[src/rtl/vita_time_core.sv]
// VITA time core: free-running {seconds,ticks} counter with selectable PPS input,
// immediate or PPS-timed preset loading, and a PPS period/lock monitor.
module vita_time_core #(
    parameter int          SECS_W        = 32,
    parameter int          TICKS_W       = 32,
    parameter int          NUM_PPS       = 2,
    parameter logic [31:0] TICKS_PER_SEC = 32'd100000000,
    parameter logic [31:0] PPS_TOL       = 32'd100,
    parameter int          LOCK_COUNT    = 3,
    parameter int          BASE          = 0
) (
    input  logic                       clk,
    input  logic                       rst,
    input  logic                       set_stb,
    input  logic [7:0]                 set_addr,
    input  logic [31:0]                set_data,
    input  logic [NUM_PPS-1:0]         pps,
    output logic [SECS_W+TICKS_W-1:0]  vita_time,
    output logic [SECS_W+TICKS_W-1:0]  vita_time_pps,
    output logic                       pps_int,
    output logic [31:0]                pps_period,
    output logic                       pps_locked,
    output logic                       set_done,
    output logic                       armed
);

    localparam int TIME_W = SECS_W + TICKS_W;
    localparam int GOOD_W = (LOCK_COUNT < 2) ? 1 : $clog2(LOCK_COUNT + 1);
    localparam logic [GOOD_W-1:0] LOCK_MAX = GOOD_W'(LOCK_COUNT);

    localparam logic [7:0] ADDR_NEXT_SECS  = 8'(BASE);
    localparam logic [7:0] ADDR_NEXT_TICKS = 8'(BASE) + 8'd1;
    localparam logic [7:0] ADDR_CTRL       = 8'(BASE) + 8'd2;
    localparam logic [7:0] ADDR_TPS        = 8'(BASE) + 8'd3;

    logic [SECS_W-1:0]  secs_r;
    logic [SECS_W-1:0]  next_secs_r;
    logic [TICKS_W-1:0] ticks_r;
    logic [TICKS_W-1:0] next_ticks_r;
    logic               mode_r;
    logic               pol_r;
    logic [2:0]         sel_r;
    logic [31:0]        tps_r;
    logic               armed_r;
    logic               set_done_r;
    logic               pps_int_r;
    logic               pps_locked_r;
    logic [TIME_W-1:0]  vita_time_r;
    logic [TIME_W-1:0]  vita_time_pps_r;
    logic [31:0]        period_cnt_r;
    logic [31:0]        pps_period_r;
    logic [GOOD_W-1:0]  good_r;
    logic               sync1_r;
    logic               sync2_r;
    logic               del_r;

    logic               wr_secs_s;
    logic               wr_ticks_s;
    logic               wr_ctrl_s;
    logic               wr_tps_s;
    logic               cancel_s;
    logic               sel_chg_s;
    logic [7:0]         pps_pad_s;
    logic               pps_mux_s;
    logic               cur_s;
    logic               edge_s;
    logic               load_s;
    logic [31:0]        ticks_ext_s;
    logic [32:0]        tick_inc_s;
    logic               roll_s;
    logic [32:0]        cnt_inc_s;
    logic [31:0]        meas_s;
    logic [32:0]        tol_lo_s;
    logic [32:0]        tol_hi_s;
    logic               in_tol_s;
    logic               over_s;
    logic [GOOD_W-1:0]  good_next_s;
    logic               unused_s;

    // Settings bus decode; only the low field bits of set_data are consumed.
    always_comb begin
        wr_secs_s  = set_stb && (set_addr == ADDR_NEXT_SECS);
        wr_ticks_s = set_stb && (set_addr == ADDR_NEXT_TICKS);
        wr_ctrl_s  = set_stb && (set_addr == ADDR_CTRL);
        wr_tps_s   = set_stb && (set_addr == ADDR_TPS);
        cancel_s   = wr_ctrl_s && set_data[5];
        sel_chg_s  = wr_ctrl_s && ((set_data[4:2] != sel_r) || (set_data[1] != pol_r));
    end

    assign unused_s = ^set_data;

    // PPS input select; out-of-range selections fall back to input 0.
    always_comb begin
        pps_pad_s = 8'(pps);
        if (32'(sel_r) < 32'(NUM_PPS)) begin
            pps_mux_s = pps_pad_s[sel_r];
        end else begin
            pps_mux_s = pps[0];
        end
        cur_s  = sync2_r ^ pol_r;
        edge_s = cur_s & ~del_r;
        load_s = armed_r & (mode_r | edge_s);
    end

    // Rollover test is done in 33 bits so the tick increment can never wrap.
    always_comb begin
        ticks_ext_s = 32'(ticks_r);
        tick_inc_s  = {1'b0, ticks_ext_s} + 33'd1;
        roll_s      = (tick_inc_s >= {1'b0, tps_r});
    end

    // Period measurement and tolerance window, saturating at 2^32-1.
    always_comb begin
        cnt_inc_s = {1'b0, period_cnt_r} + 33'd1;
        if (cnt_inc_s[32]) begin
            meas_s = 32'hFFFF_FFFF;
        end else begin
            meas_s = cnt_inc_s[31:0];
        end
        if (tps_r >= PPS_TOL) begin
            tol_lo_s = {1'b0, tps_r - PPS_TOL};
        end else begin
            tol_lo_s = 33'd0;
        end
        tol_hi_s = {1'b0, tps_r} + {1'b0, PPS_TOL};
        in_tol_s = (cnt_inc_s >= tol_lo_s) && (cnt_inc_s <= tol_hi_s);
        over_s   = (cnt_inc_s > tol_hi_s);
    end

    // Consecutive-good-period counter feeding the lock flag.
    always_comb begin
        good_next_s = good_r;
        if (sel_chg_s) begin
            good_next_s = {GOOD_W{1'b0}};
        end else if (edge_s) begin
            if (in_tol_s && (good_r != LOCK_MAX)) begin
                good_next_s = good_r + GOOD_W'(1'b1);
            end else if (in_tol_s) begin
                good_next_s = good_r;
            end else begin
                good_next_s = {GOOD_W{1'b0}};
            end
        end else if (over_s) begin
            good_next_s = {GOOD_W{1'b0}};
        end else begin
            good_next_s = good_r;
        end
    end

    // Settings registers.
    always_ff @(posedge clk or posedge rst) begin
        if (rst) begin
            next_secs_r  <= {SECS_W{1'b0}};
            next_ticks_r <= {TICKS_W{1'b0}};
            mode_r       <= 1'b0;
            pol_r        <= 1'b0;
            sel_r        <= 3'd0;
            tps_r        <= TICKS_PER_SEC;
        end else begin
            if (wr_secs_s) begin
                next_secs_r <= set_data[SECS_W-1:0];
            end
            if (wr_ticks_s) begin
                next_ticks_r <= set_data[TICKS_W-1:0];
            end
            if (wr_ctrl_s) begin
                mode_r <= set_data[0];
                pol_r  <= set_data[1];
                sel_r  <= set_data[4:2];
            end
            if (wr_tps_s) begin
                tps_r <= set_data;
            end
        end
    end

    // A NEXT_SECS write arms; a load or a cancel disarms.
    always_ff @(posedge clk or posedge rst) begin
        if (rst) begin
            armed_r <= 1'b0;
        end else if (wr_secs_s) begin
            armed_r <= 1'b1;
        end else if (load_s || cancel_s) begin
            armed_r <= 1'b0;
        end
    end

    // PPS synchroniser and edge delay flop.
    always_ff @(posedge clk or posedge rst) begin
        if (rst) begin
            sync1_r <= 1'b0;
            sync2_r <= 1'b0;
            del_r   <= 1'b0;
        end else begin
            sync1_r <= pps_mux_s;
            sync2_r <= sync1_r;
            del_r   <= cur_s;
        end
    end

    // Time counter: load beats rollover beats increment.
    always_ff @(posedge clk or posedge rst) begin
        if (rst) begin
            secs_r  <= {SECS_W{1'b0}};
            ticks_r <= {TICKS_W{1'b0}};
        end else if (load_s) begin
            secs_r  <= next_secs_r;
            ticks_r <= next_ticks_r;
        end else if (roll_s) begin
            secs_r  <= secs_r + SECS_W'(1'b1);
            ticks_r <= {TICKS_W{1'b0}};
        end else begin
            ticks_r <= ticks_r + TICKS_W'(1'b1);
        end
    end

    // Registered time outputs and event pulses.
    always_ff @(posedge clk or posedge rst) begin
        if (rst) begin
            vita_time_r     <= {TIME_W{1'b0}};
            vita_time_pps_r <= {TIME_W{1'b0}};
            pps_int_r       <= 1'b0;
            set_done_r      <= 1'b0;
        end else begin
            vita_time_r <= {secs_r, ticks_r};
            if (edge_s) begin
                vita_time_pps_r <= vita_time_r;
            end
            pps_int_r  <= edge_s;
            set_done_r <= load_s;
        end
    end

    // PPS period monitor and lock flag.
    always_ff @(posedge clk or posedge rst) begin
        if (rst) begin
            period_cnt_r <= 32'd0;
            pps_period_r <= 32'd0;
            good_r       <= {GOOD_W{1'b0}};
            pps_locked_r <= 1'b0;
        end else begin
            if (edge_s) begin
                period_cnt_r <= 32'd0;
                pps_period_r <= meas_s;
            end else begin
                period_cnt_r <= meas_s;
            end
            good_r       <= good_next_s;
            pps_locked_r <= (good_next_s == LOCK_MAX);
        end
    end

    assign vita_time     = vita_time_r;
    assign vita_time_pps = vita_time_pps_r;
    assign pps_int       = pps_int_r;
    assign pps_period    = pps_period_r;
    assign pps_locked    = pps_locked_r;
    assign set_done      = set_done_r;
    assign armed         = armed_r;

endmodule
[config.mk]
export PLATFORM = sky130hd
export DESIGN_NAME = vita_time_core
export DESIGN_NICKNAME = d
export VERILOG_FILES = /design/src/rtl/vita_time_core.sv
export SDC_FILE = /design/constraint.sdc
export NUM_CORES = 1
export LEC_CHECK = 0
export ABC_CLOCK_PERIOD_IN_PS = 30500
export BUFFER_PORTS_ARGS = -buffer_cell sky130_fd_sc_hd__buf_4
export CORE_AREA = 10 10 249 251
export CTS_BUF_LIST = sky130_fd_sc_hd__clkbuf_8
export DETAILED_ROUTE_END_ITERATION = 7
export DIE_AREA = 0 0 259 261
export GPL_TIMING_DRIVEN = 0
export PLACE_DENSITY = 0.59
export SLEW_MARGIN = 20
export SYNTH_ARGS = -nofsm -noshare
export SYNTH_HDL_FRONTEND = slang
export SYNTH_SLANG_ARGS = --single-unit
[constraint.sdc]
create_clock -name clk -period 30.5 [get_ports clk]
set_clock_uncertainty 0.15 [all_clocks]
set_input_delay 4.575 -clock clk [delete_from_list [all_inputs] [get_ports clk]]
set_output_delay 4.575 -clock clk [all_outputs]
set_load 0.005 [all_outputs]
==> impl_metrics.prom, run 1 <==
# TYPE chip_impl_metric gauge
chip_impl_metric{name="drt_wl_total",unit="um"} 56000
chip_impl_info{name="startpoint",value="set_addr[4]"} 1
chip_impl_info{name="worst_setup_path_type",value="in -> reg"} 1
chip_impl_metric{name="first_pass_iters",unit=""} 5
chip_impl_metric{name="post_cts_resize_count",unit=""} 0
chip_impl_metric{name="post_cts_setup_buffer_count",unit=""} 0
chip_impl_metric{name="drt_drc_violations_left",unit=""} 0
chip_impl_metric{name="cts_made_buffers",unit=""} 66
chip_impl_metric{name="syn_inst",unit=""} 1830
chip_impl_metric{name="final_max_slew_viol_count",unit=""} 0
chip_impl_metric{name="finalHoldViolCount",unit=""} 0
chip_impl_info{name="critical_r2r_launch",value="ticks_ext_s[2]"} 1
chip_impl_metric{name="grt_start_max_net_pins",unit=""} 100
chip_impl_metric{name="tightestPinTransition",unit="ns"} 0.929
chip_impl_metric{name="cts-hold-fix-buffers",unit=""} 0
chip_impl_metric{name="insertion_delay",unit="ns"} 0.64
chip_impl_metric{name="syn-cell-area",unit="mm^2"} 0.0181
chip_impl_metric{name="placed_cell_area",unit="mm^2"} 0.0207
chip_impl_info{name="clockRootBuffer",value="clkbuf_8"} 1
chip_impl_metric{name="dp.final_hpwl",unit="um"} 43400
chip_impl_metric{name="syn_to_final_growth",unit="%"} 22.0
chip_impl_metric{name="ant_nets",unit=""} 0
chip_impl_info{name="r2r_endpoint",value="secs_r[7]"} 1
chip_impl_metric{name="critPathMaxFanout",unit=""} 10
chip_impl_metric{name="clock_tree.buffer_depth",unit=""} 3
chip_impl_metric{name="clkTransAtPathRegs",unit="ns"} 0.06
chip_impl_metric{name="combPwrFrac",unit="%"} 23.1
chip_impl_metric{name="die_y",unit="um"} 261
chip_impl_metric{name="grt_first_pass_wirelength",unit="um"} 86600
chip_impl_metric{name="post_drt_via_cell_ratio",unit=""} 4.98
chip_impl_metric{name="switching_power",unit="uW"} 444
chip_impl_metric{name="htree_levels",unit=""} 3
chip_impl_metric{name="ir_drop",unit="V"} 0.0000320
chip_impl_metric{name="floorplan.io_pins",unit=""} 209
chip_impl_metric{name="slew-limit-headroom",unit="%"} 38.0
chip_impl_metric{name="synth_warnings",unit=""} 0
chip_impl_metric{name="fp-row-count",unit=""} 88
chip_impl_metric{name="grt_overflow",unit=""} 0
chip_impl_metric{name="drtIter0Drc",unit=""} 993
chip_impl_metric{name="power_switching_share",unit="%"} 32.8
chip_impl_info{name="whs_endpoint",value="sync2_r"} 1
chip_impl_metric{name="drive_above_1_share",unit="%"} 19.4
chip_impl_metric{name="p_per_area",unit="mW/mm^2"} 61.4
chip_impl_metric{name="placement.io_buffers",unit=""} 208
chip_impl_info{name="tritoncts",value="done"} 1
chip_impl_metric{name="share_seq_of_total_power",unit="%"} 42.5
chip_impl_info{name="cp-end-kind",value="register"} 1
chip_impl_metric{name="routed_wire_length_per_instance",unit="um"} 19.1
chip_impl_metric{name="timing.max_cap.violations",unit=""} 0
chip_impl_metric{name="crit_required",unit="ns"} 30.86
chip_impl_metric{name="fill_cells",unit=""} 5727
chip_impl_metric{name="synth-async-reset-ratio",unit="%"} 100
chip_impl_metric{name="core",unit="mm^2"} 0.0571
chip_impl_metric{name="reg2reg_depth",unit=""} 16
chip_impl_metric{name="leakagePower",unit="nW"} 11.0
chip_impl_metric{name="grt.total_usage",unit="%"} 16.4
chip_impl_metric{name="total_power",unit="mW"} 1.35
chip_impl_metric{name="internal_power",unit="uW"} 910
chip_impl_metric{name="start_util",unit="%"} 31.7
chip_impl_metric{name="finalNetCount",unit=""} 2259
chip_impl_info{name="rsz_0062_raised_after_global_routing",value="false"} 1
chip_impl_metric{name="critPathArrivalTime",unit="ns"} 7.05
chip_impl_metric{name="regToRegSetupSlack",unit="ns"} 25.19
chip_impl_metric{name="clock_power_share",unit="%"} 34.4
chip_impl_metric{name="globalplace.congestion",unit=""} 0.928
chip_impl_metric{name="min_delay_path_depth",unit=""} 0
chip_impl_metric{name="ys_types",unit=""} 69
chip_impl_metric{name="first_global_vias",unit=""} 14848
chip_impl_metric{name="antenna_found_initial",unit=""} 7
chip_impl_info{name="worst_hold_path_type",value="reg -> reg"} 1
chip_impl_metric{name="sequential_element_share_of_the_synthesized_area",unit="%"} 50.7
chip_impl_metric{name="postSynthRegisterBits",unit=""} 366
chip_impl_metric{name="post_synth.cell_area_avg",unit="um^2"} 9.89
chip_impl_metric{name="dr_total_vias",unit=""} 14595
chip_impl_info{name="hold_start",value="sync1_r"} 1
chip_impl_metric{name="post_synth_edffs",unit=""} 0
chip_impl_info{name="synth_flop_cell",value="dfrtp_1"} 1
chip_impl_metric{name="report.final.setup_viol",unit=""} 0
chip_impl_metric{name="stdcell_area",unit="mm^2"} 0.0221
chip_impl_metric{name="final_period_minus_worst_setup_slack",unit="ns"} 6.69
chip_impl_metric{name="timing.fmax",unit="MHz"} 150
chip_impl_metric{name="die_area",unit="mm^2"} 0.0676
chip_impl_metric{name="synthesis.nets",unit=""} 1979
chip_impl_metric{name="final.period_utilization",unit="%"} 21.9
chip_impl_info{name="run_status",value="finished, final reports clean"} 1
chip_impl_metric{name="cts.sink_count",unit=""} 366
chip_impl_metric{name="tns",unit="ns"} 0
chip_impl_metric{name="layout.core_utilization",unit="%"} 38.6
chip_impl_metric{name="whs",unit="ns"} 0.202
chip_impl_metric{name="die_w",unit="um"} 259
chip_impl_info{name="setup.worst_path.start_class",value="input pin"} 1
==> through the flow <==
stage	setup slack (ns)	instances
floorplan	15.63	1830
global placement	11.81	2803
detailed placement	23.17	2807
CTS	23.86	2926
global route	23.76	2926
finish	23.81	2928
==> Yosys cell counts, drive strengths merged (3+ instances only) <==
library cell	instances	area [um^2]
mux2i	5	50.1
a21oi	78	390
xor2	24	210
nor4b	3	32.5
and2	12	75.1
buf	16	98.8
a211oi	8	60.1
o22a	15	131
o21ai	54	270
a22o	31	272
inv	53	199
a22oi	4	30.0
a221oi	5	43.8
and3	30	188
a2bb2oi	3	26.3
clkinv	3	12.5
clkbuf	68	255
dfstp	12	315
mux2	69	777
o221ai	3	26.3
o211ai	4	30.0
or4	5	45.0
and4	14	123
nand4	28	175
nor3	33	170
nand3b	3	22.5
nand3	74	370
nand2	410	1550
nor2b	5	31.3
a31oi	25	163
nor2	119	447
dfrtp	354	8860
nor4	11	90.1
a41oi	4	35.0
o22ai	9	56.3
a21o	9	67.6
xnor2	91	797
nand2b	3	18.8
o2bb2a	9	90.1
ha	104	1300
==> layout by cell type (no fill, tap or decap), types with 8 or more instances in the layout <==
cell and n:
a21oi_1 78, mux2_2 69, a22o_1 31, and4_1 14, inv_1 77, and3_1 30
xnor2_1 91, o22a_1 15, o22ai_1 9, xor2_1 24, nor2_1 119, a31oi_1 24
nand4_1 28, dfstp_2 12, clkbuf_1 68, nand2_1 409, a21o_1 9, nor4_1 9
a211oi_1 8, and2_1 12, buf_2 10, o21ai_0 51, ha_1 104, nor3_1 32
dfrtp_1 354, clkbuf_8 80, buf_4 211, nand3_1 74, o2bb2a_1 9
==> cells by family (layout without fill, tap and decap cells) <==
kind of cell	count (synthesis)	in the layout	share of synthesized area, %
XOR/XNOR	115	115	5.57
other	0	2	0
flip-flops	366	366	50.7
multiplexers	74	74	4.57
buffers and inverters	140	471	3.13
adder cells (fa/ha/maj)	104	104	7.19
AND/OR/NAND/NOR	757	757	18.7
AO/OA/AOI/OAI	274	274	10.1
==> power groups by stage <==
stage / Clock [mW] / Sequential (mW) / Combinational (mW)
5_1_grt: 0.503 / 0.581 / 0.348
2_1_floorplan: 0 / 0.573 / 0.181
4_1_cts: 0.480 / 0.575 / 0.314
3_5_place_dp: 0 / 0.583 / 0.314
3_3_place_gp: 0 / 0.582 / 0.305
6_report: 0.466 / 0.575 / 0.312
==> cell type report <==
| type | count | area [um^2] | area share (%) |
|---|---|---|---|
| Buffer | 84 | 354 | 1.60 |
| Sequential cell | 366 | 9170 | 41.6 |
| Tap cell | 765 | 957 | 4.34 |
| Antenna cell | 2 | 5.00 | 0.0227 |
| Clock buffer | 80 | 1100 | 4.99 |
| Inverter | 56 | 219 | 0.992 |
| Timing Repair Buffer | 212 | 1670 | 7.57 |
| Multi-Input combinational cell | 1324 | 8350 | 37.9 |
| Clock inverter | 39 | 233 | 1.05 |
==> how the worst max path moves through the flow <==
| stage | end | slack (ns) |
|---|---|---|
| finish | tps_r[0] | 23.81 |
| global placement | period_cnt_r[1] | 11.81 |
| CTS | tps_r[1] | 23.86 |
| detailed placement | tps_r[1] | 23.17 |
| global route | next_secs_r[3] | 23.76 |
| floorplan | armed | 15.63 |
==> state kept, by name (all words and copies together), names as in the netlist, 2 cells and up <==
register / count
tps_r: 32
next_ticks_r: 32
next_secs_r: 32
period_cnt_r: 32
pps_period: 32
vita_time_pps: 64
sel_r: 3
good_r: 2
vita_time: 64
secs_r: 32
ticks_ext_s: 32
==> critical path, stage by stage <==
cell      delay, ns
buf_4          0.10
or4b_2         0.67
nor4_2         0.46
nand3_1        0.42
clkbuf_1       0.44
mux2_2         0.38
==> layer usage <==
metal | vias to the layer above | track usage (%) | routed length, um
met1 | 7205 | 22.0 | 25500
met2 | 382 | 26.3 | 26100
met4 | 8 | 4.41 | 995
li1 | 6921 | - | -
met3 | 79 | 3.52 | 3390
met5 | - | 0 | 53
Power figures use the tool's default switching activity.
==> run 2: changes to the inputs <==
==> config.mk (replaced) <==
export PLATFORM = sky130hd
export DESIGN_NAME = vita_time_core
export DESIGN_NICKNAME = d
export VERILOG_FILES = /design/src/rtl/vita_time_core.sv
export SDC_FILE = /design/constraint.sdc
export NUM_CORES = 1
export LEC_CHECK = 0
export ABC_AREA = 1
export ABC_CLOCK_PERIOD_IN_PS = 5800
export BUFFER_PORTS_ARGS = -buffer_cell sky130_fd_sc_hd__buf_4
export CORE_AREA = 10 10 261 263
export CTS_BUF_LIST = sky130_fd_sc_hd__clkbuf_8
export DETAILED_ROUTE_END_ITERATION = 7
export DIE_AREA = 0 0 271 273
export GPL_TIMING_DRIVEN = 0
export PLACE_DENSITY = 0.6
export SLEW_MARGIN = 20
export SYNTH_ARGS = -nofsm -noshare
export SYNTH_HDL_FRONTEND = slang
export SYNTH_SLANG_ARGS = --single-unit
==> constraint.sdc (replaced) <==
create_clock -name clk -period 5.8 [get_ports clk]
set_clock_uncertainty 0.15 [all_clocks]
set_input_delay 0.87 -clock clk [delete_from_list [all_inputs] [get_ports clk]]
set_output_delay 0.87 -clock clk [all_outputs]
set_load 0.005 [all_outputs]
==> impl_metrics.prom, run 2 <==
# TYPE chip_impl_metric gauge
chip_impl_metric{name="finalHoldViolCount",unit=""} 0
chip_impl_info{name="tritoncts",value="done"} 1
chip_impl_info{name="ys_top_cells_by_count",value="nand2_1, dfrtp_1, inv_1"} 1
chip_impl_metric{name="core",unit="mm^2"} 0.0627
chip_impl_metric{name="fill_cells",unit=""} 6558
chip_impl_metric{name="post_synth_edffs",unit=""} 0
chip_impl_metric{name="postSynthRegisterBits",unit=""} 366
chip_impl_metric{name="post_cts_resize_count",unit=""} 0
chip_impl_metric{name="grt_first_pass_wirelength",unit="um"} 101000
chip_impl_metric{name="die_w",unit="um"} 271
chip_impl_metric{name="placed_cell_area",unit="mm^2"} 0.0228
chip_impl_info{name="synth_flop_cell",value="dfrtp_1"} 1
chip_impl_metric{name="first_global_vias",unit=""} 16998
chip_impl_info{name="worst_hold_path_type",value="in -> async"} 1
chip_impl_info{name="setup.worst_path.start_class",value="register"} 1
chip_impl_metric{name="pre_cts_slack",unit="ns"} 1.58
chip_impl_metric{name="critPathArrivalTime",unit="ns"} 4.80
chip_impl_metric{name="syn_inst",unit=""} 2483
chip_impl_metric{name="area.sequential",unit="mm^2"} 0.00917
chip_impl_info{name="worst_setup_path_type",value="reg -> reg"} 1
chip_impl_metric{name="final_period_minus_worst_setup_slack",unit="ns"} 4.40
chip_impl_metric{name="cts.sink_count",unit=""} 366
chip_impl_metric{name="drt_drc_violations_left",unit=""} 0
chip_impl_metric{name="post_cts_setup_buffer_count",unit=""} 0
chip_impl_metric{name="tns",unit="ns"} 0
chip_impl_info{name="synthMostInstantiatedCell",value="nand2_1"} 1
chip_impl_metric{name="ant_nets",unit=""} 0
chip_impl_metric{name="cts_made_buffers",unit=""} 61
chip_impl_info{name="mostFrequentLayoutCell",value="nand2_1"} 1
chip_impl_metric{name="sequential_element_share_of_the_synthesized_area",unit="%"} 46.1
chip_impl_metric{name="syn_to_final_growth",unit="%"} 21.2
chip_impl_metric{name="placement.io_buffers",unit=""} 208
chip_impl_metric{name="grt_use_met1",unit="%"} 23.1
chip_impl_metric{name="floorplan.io_pins",unit=""} 209
chip_impl_metric{name="final_max_slew_viol_count",unit=""} 0
chip_impl_metric{name="groute.layer.met3.usage",unit="%"} 3.90
chip_impl_metric{name="first_pass_iters",unit=""} 6
chip_impl_metric{name="yosysTopAreaCellShare",unit="%"} 44.6
chip_impl_metric{name="dr_total_vias",unit=""} 17503
chip_impl_metric{name="synthesis.nets",unit=""} 2632
chip_impl_metric{name="fp-row-count",unit=""} 92
chip_impl_metric{name="leakagePower",unit="nW"} 12.7
chip_impl_metric{name="grt_start_max_net_pins",unit=""} 33
chip_impl_info{name="crit_path_cell_trace",value="ha_1, nand2_1, nor2_4, nand2_2, nor2_4, nand2_1, nor2_1, nand2_1, nor2_1, xor2_1, inv_1, ha_1, nand2_1, nor4_1, nand2_1, nand2_1, nand2_1, nand2_1, nand2_1, buf_4, clkbuf_1, nand4_1, nand2_1"} 1
chip_impl_metric{name="tightestPinTransition",unit="ns"} 0.868
chip_impl_metric{name="start_util",unit="%"} 31.7
chip_impl_metric{name="stdcell_area",unit="mm^2"} 0.0241
chip_impl_metric{name="insertion_delay",unit="ns"} 0.69
chip_impl_metric{name="globalRouteMet2Util",unit="%"} 27.7
chip_impl_metric{name="crit_required",unit="ns"} 6.20
chip_impl_info{name="final_cell_mix",value="nand2_1, dfrtp_1, inv_1, buf_4, nor2_1"} 1
chip_impl_info{name="clockRootBuffer",value="clkbuf_8"} 1
chip_impl_metric{name="dp.final_hpwl",unit="um"} 52200
chip_impl_metric{name="antenna_found_initial",unit=""} 3
chip_impl_metric{name="grt_overflow",unit=""} 0
chip_impl_metric{name="ys_types",unit=""} 51
chip_impl_info{name="synth_top_cells_by_area",value="dfrtp_1, nand2_1, ha_1, inv_1, o21ai_0"} 1
chip_impl_metric{name="finalNetCount",unit=""} 2916
chip_impl_metric{name="p_per_area",unit="mW/mm^2"} 310
chip_impl_metric{name="clkTransAtPathRegs",unit="ns"} 0.07
chip_impl_metric{name="final.period_utilization",unit="%"} 75.8
chip_impl_metric{name="critPathMaxFanout",unit=""} 10
chip_impl_metric{name="post_drt_via_cell_ratio",unit=""} 4.77
chip_impl_metric{name="drive_above_1_share",unit="%"} 15.9
chip_impl_info{name="rsz_0062_raised_after_global_routing",value="false"} 1
chip_impl_metric{name="synth_warnings",unit=""} 0
chip_impl_info{name="cp-end-kind",value="register"} 1
chip_impl_metric{name="post_synth.cell_area_avg",unit="um^2"} 8.01
chip_impl_metric{name="routed_wire_length_per_instance",unit="um"} 17.9
chip_impl_metric{name="drt_wl_total",unit="um"} 65700
chip_impl_info{name="top_usage_layer",value="met2"} 1
chip_impl_metric{name="critical_path.max_stage_delay",unit="ns"} 0.59
chip_impl_info{name="netlist.top_cell.by_area",value="dfrtp_1"} 1
chip_impl_metric{name="report.final.setup_viol",unit=""} 0
chip_impl_info{name="worst_path_most_repeated_cell",value="nand2_1"} 1
chip_impl_metric{name="grt.total_usage",unit="%"} 17.4
chip_impl_metric{name="syn-cell-area",unit="mm^2"} 0.0199
chip_impl_metric{name="htree_levels",unit=""} 2
chip_impl_metric{name="globalplace.congestion",unit=""} 0.954
chip_impl_metric{name="clock_tree.buffer_depth",unit=""} 3
chip_impl_metric{name="timing.fmax",unit="MHz"} 227
chip_impl_metric{name="die_y",unit="um"} 273
chip_impl_info{name="run_status",value="finished, final reports clean"} 1
chip_impl_metric{name="finalWorstSetupSlack",unit="ns"} 1.40
chip_impl_metric{name="slew-limit-headroom",unit="%"} 42.1
chip_impl_metric{name="timing.max_cap.violations",unit=""} 0
chip_impl_metric{name="ir_drop",unit="V"} 0.000158
chip_impl_metric{name="die_area",unit="mm^2"} 0.0740
chip_impl_info{name="timing.critical_path.slowest_stage_cell",value="nor4_1"} 1
chip_impl_metric{name="drtIter0Drc",unit=""} 1488
chip_impl_metric{name="synth-async-reset-ratio",unit="%"} 100
chip_impl_metric{name="cts-hold-fix-buffers",unit=""} 0
chip_impl_metric{name="multi_input_area",unit="mm^2"} 0.00940
run 2: cell count changes after synthesis, moves of 45 or more:
cell,before,now
inv_1,51,210
o21ai_0,51,151
xor2_1,24,82
mux2_2,69,1
xnor2_1,91,24
nor2_1,119,164
nand4_1,28,111
nand2_1,409,861
run 2: through the flow:
stage / cells / utilization (%) / hold slack, ns / total power [mW]
final: 3666 / 38.4 / 0.106 / 7.46
after global routing: 3665 / 38.4 / 0.110 / 7.92
after CTS: 3664 / 38.4 / 0.0584 / 7.55
after detailed placement: 3550 / 36.3 / 0.186 / 5.09
after global placement: 3537 / 35.9 / 0.182 / 5.05
after floorplan: 2483 / - / 0.181 / 4.27
run 2: kinds of logic (layout without fill, tap and decap cells):
| family | Yosys count | count (layout) | share of synthesized area (%) |
|---|---|---|---|
| mux | 2 | 2 | 0.107 |
| buf+inv | 317 | 652 | 6.58 |
| fa+ha+maj | 104 | 104 | 6.55 |
| flops | 366 | 366 | 46.1 |
| other cells | 0 | 2 | 0 |
| xor+xnor | 106 | 106 | 4.67 |
| simple gates | 1348 | 1348 | 29.7 |
| compound gates | 240 | 240 | 6.27 |
run 2: critical path: cells and delay by family, from the launching register on:
kind                       cells  cell delay (ns)
and+or+nand+nor               17             2.36
buffers and inverters          3             0.57
adders and majority gates      2             0.54
DFF                            1             0.51
xor gates and xnor gates       1             0.16
run 2: final cells by class:
cell class / instances / share of cell area [%]
inverters: 219 / 3.45
plain buffers: 98 / 2.00
multi-input cells: 1800 / 39.0
flip-flops and latches: 366 / 38.1
clock inverters: 32 / 0.779
repair buffers: 221 / 7.62
diodes: 2 / 0.0208
clock buffers: 82 / 4.68
well taps: 846 / 4.39
run 2: worst paths after layout:
check | startpoint | end | slack (ns) | depth (start not counted)
worst max-delay path | ticks_ext_s[1] | ticks_ext_s[12] | 1.40 | 23
max in group asynchronous | rst | pps_period[6] | 4.31 | 5
min in group clk | sync1_r | sync2_r | 0.20 | 0
worst min register to register | sync1_r | sync2_r | 0.20 | 0
worst max register to register | ticks_ext_s[1] | ticks_ext_s[12] | 1.40 | 23
worst min-delay path | rst | vita_time_pps[61] | 0.11 | 2
run 2: metal layers:
metal / part of all wire [%] / routed length [um]
met1: 44 / 28900
met2: 46 / 30000
met3: 7.8 / 5100
met4: 2.6 / 1690
met5: 0 / 0
run 2: where the power goes:
| part | leakage [nW] | total (mW) | switching, mW | internal [mW] |
|---|---|---|---|---|
| combinational | 6.95 | 1.91 | 1.17 | 0.741 |
| sequential | 5.00 | 3.14 | 0.297 | 2.84 |
| clock | 0.744 | 2.42 | 1.11 | 1.31 |
| total | 12.7 | 7.46 | 2.57 | 4.89 |
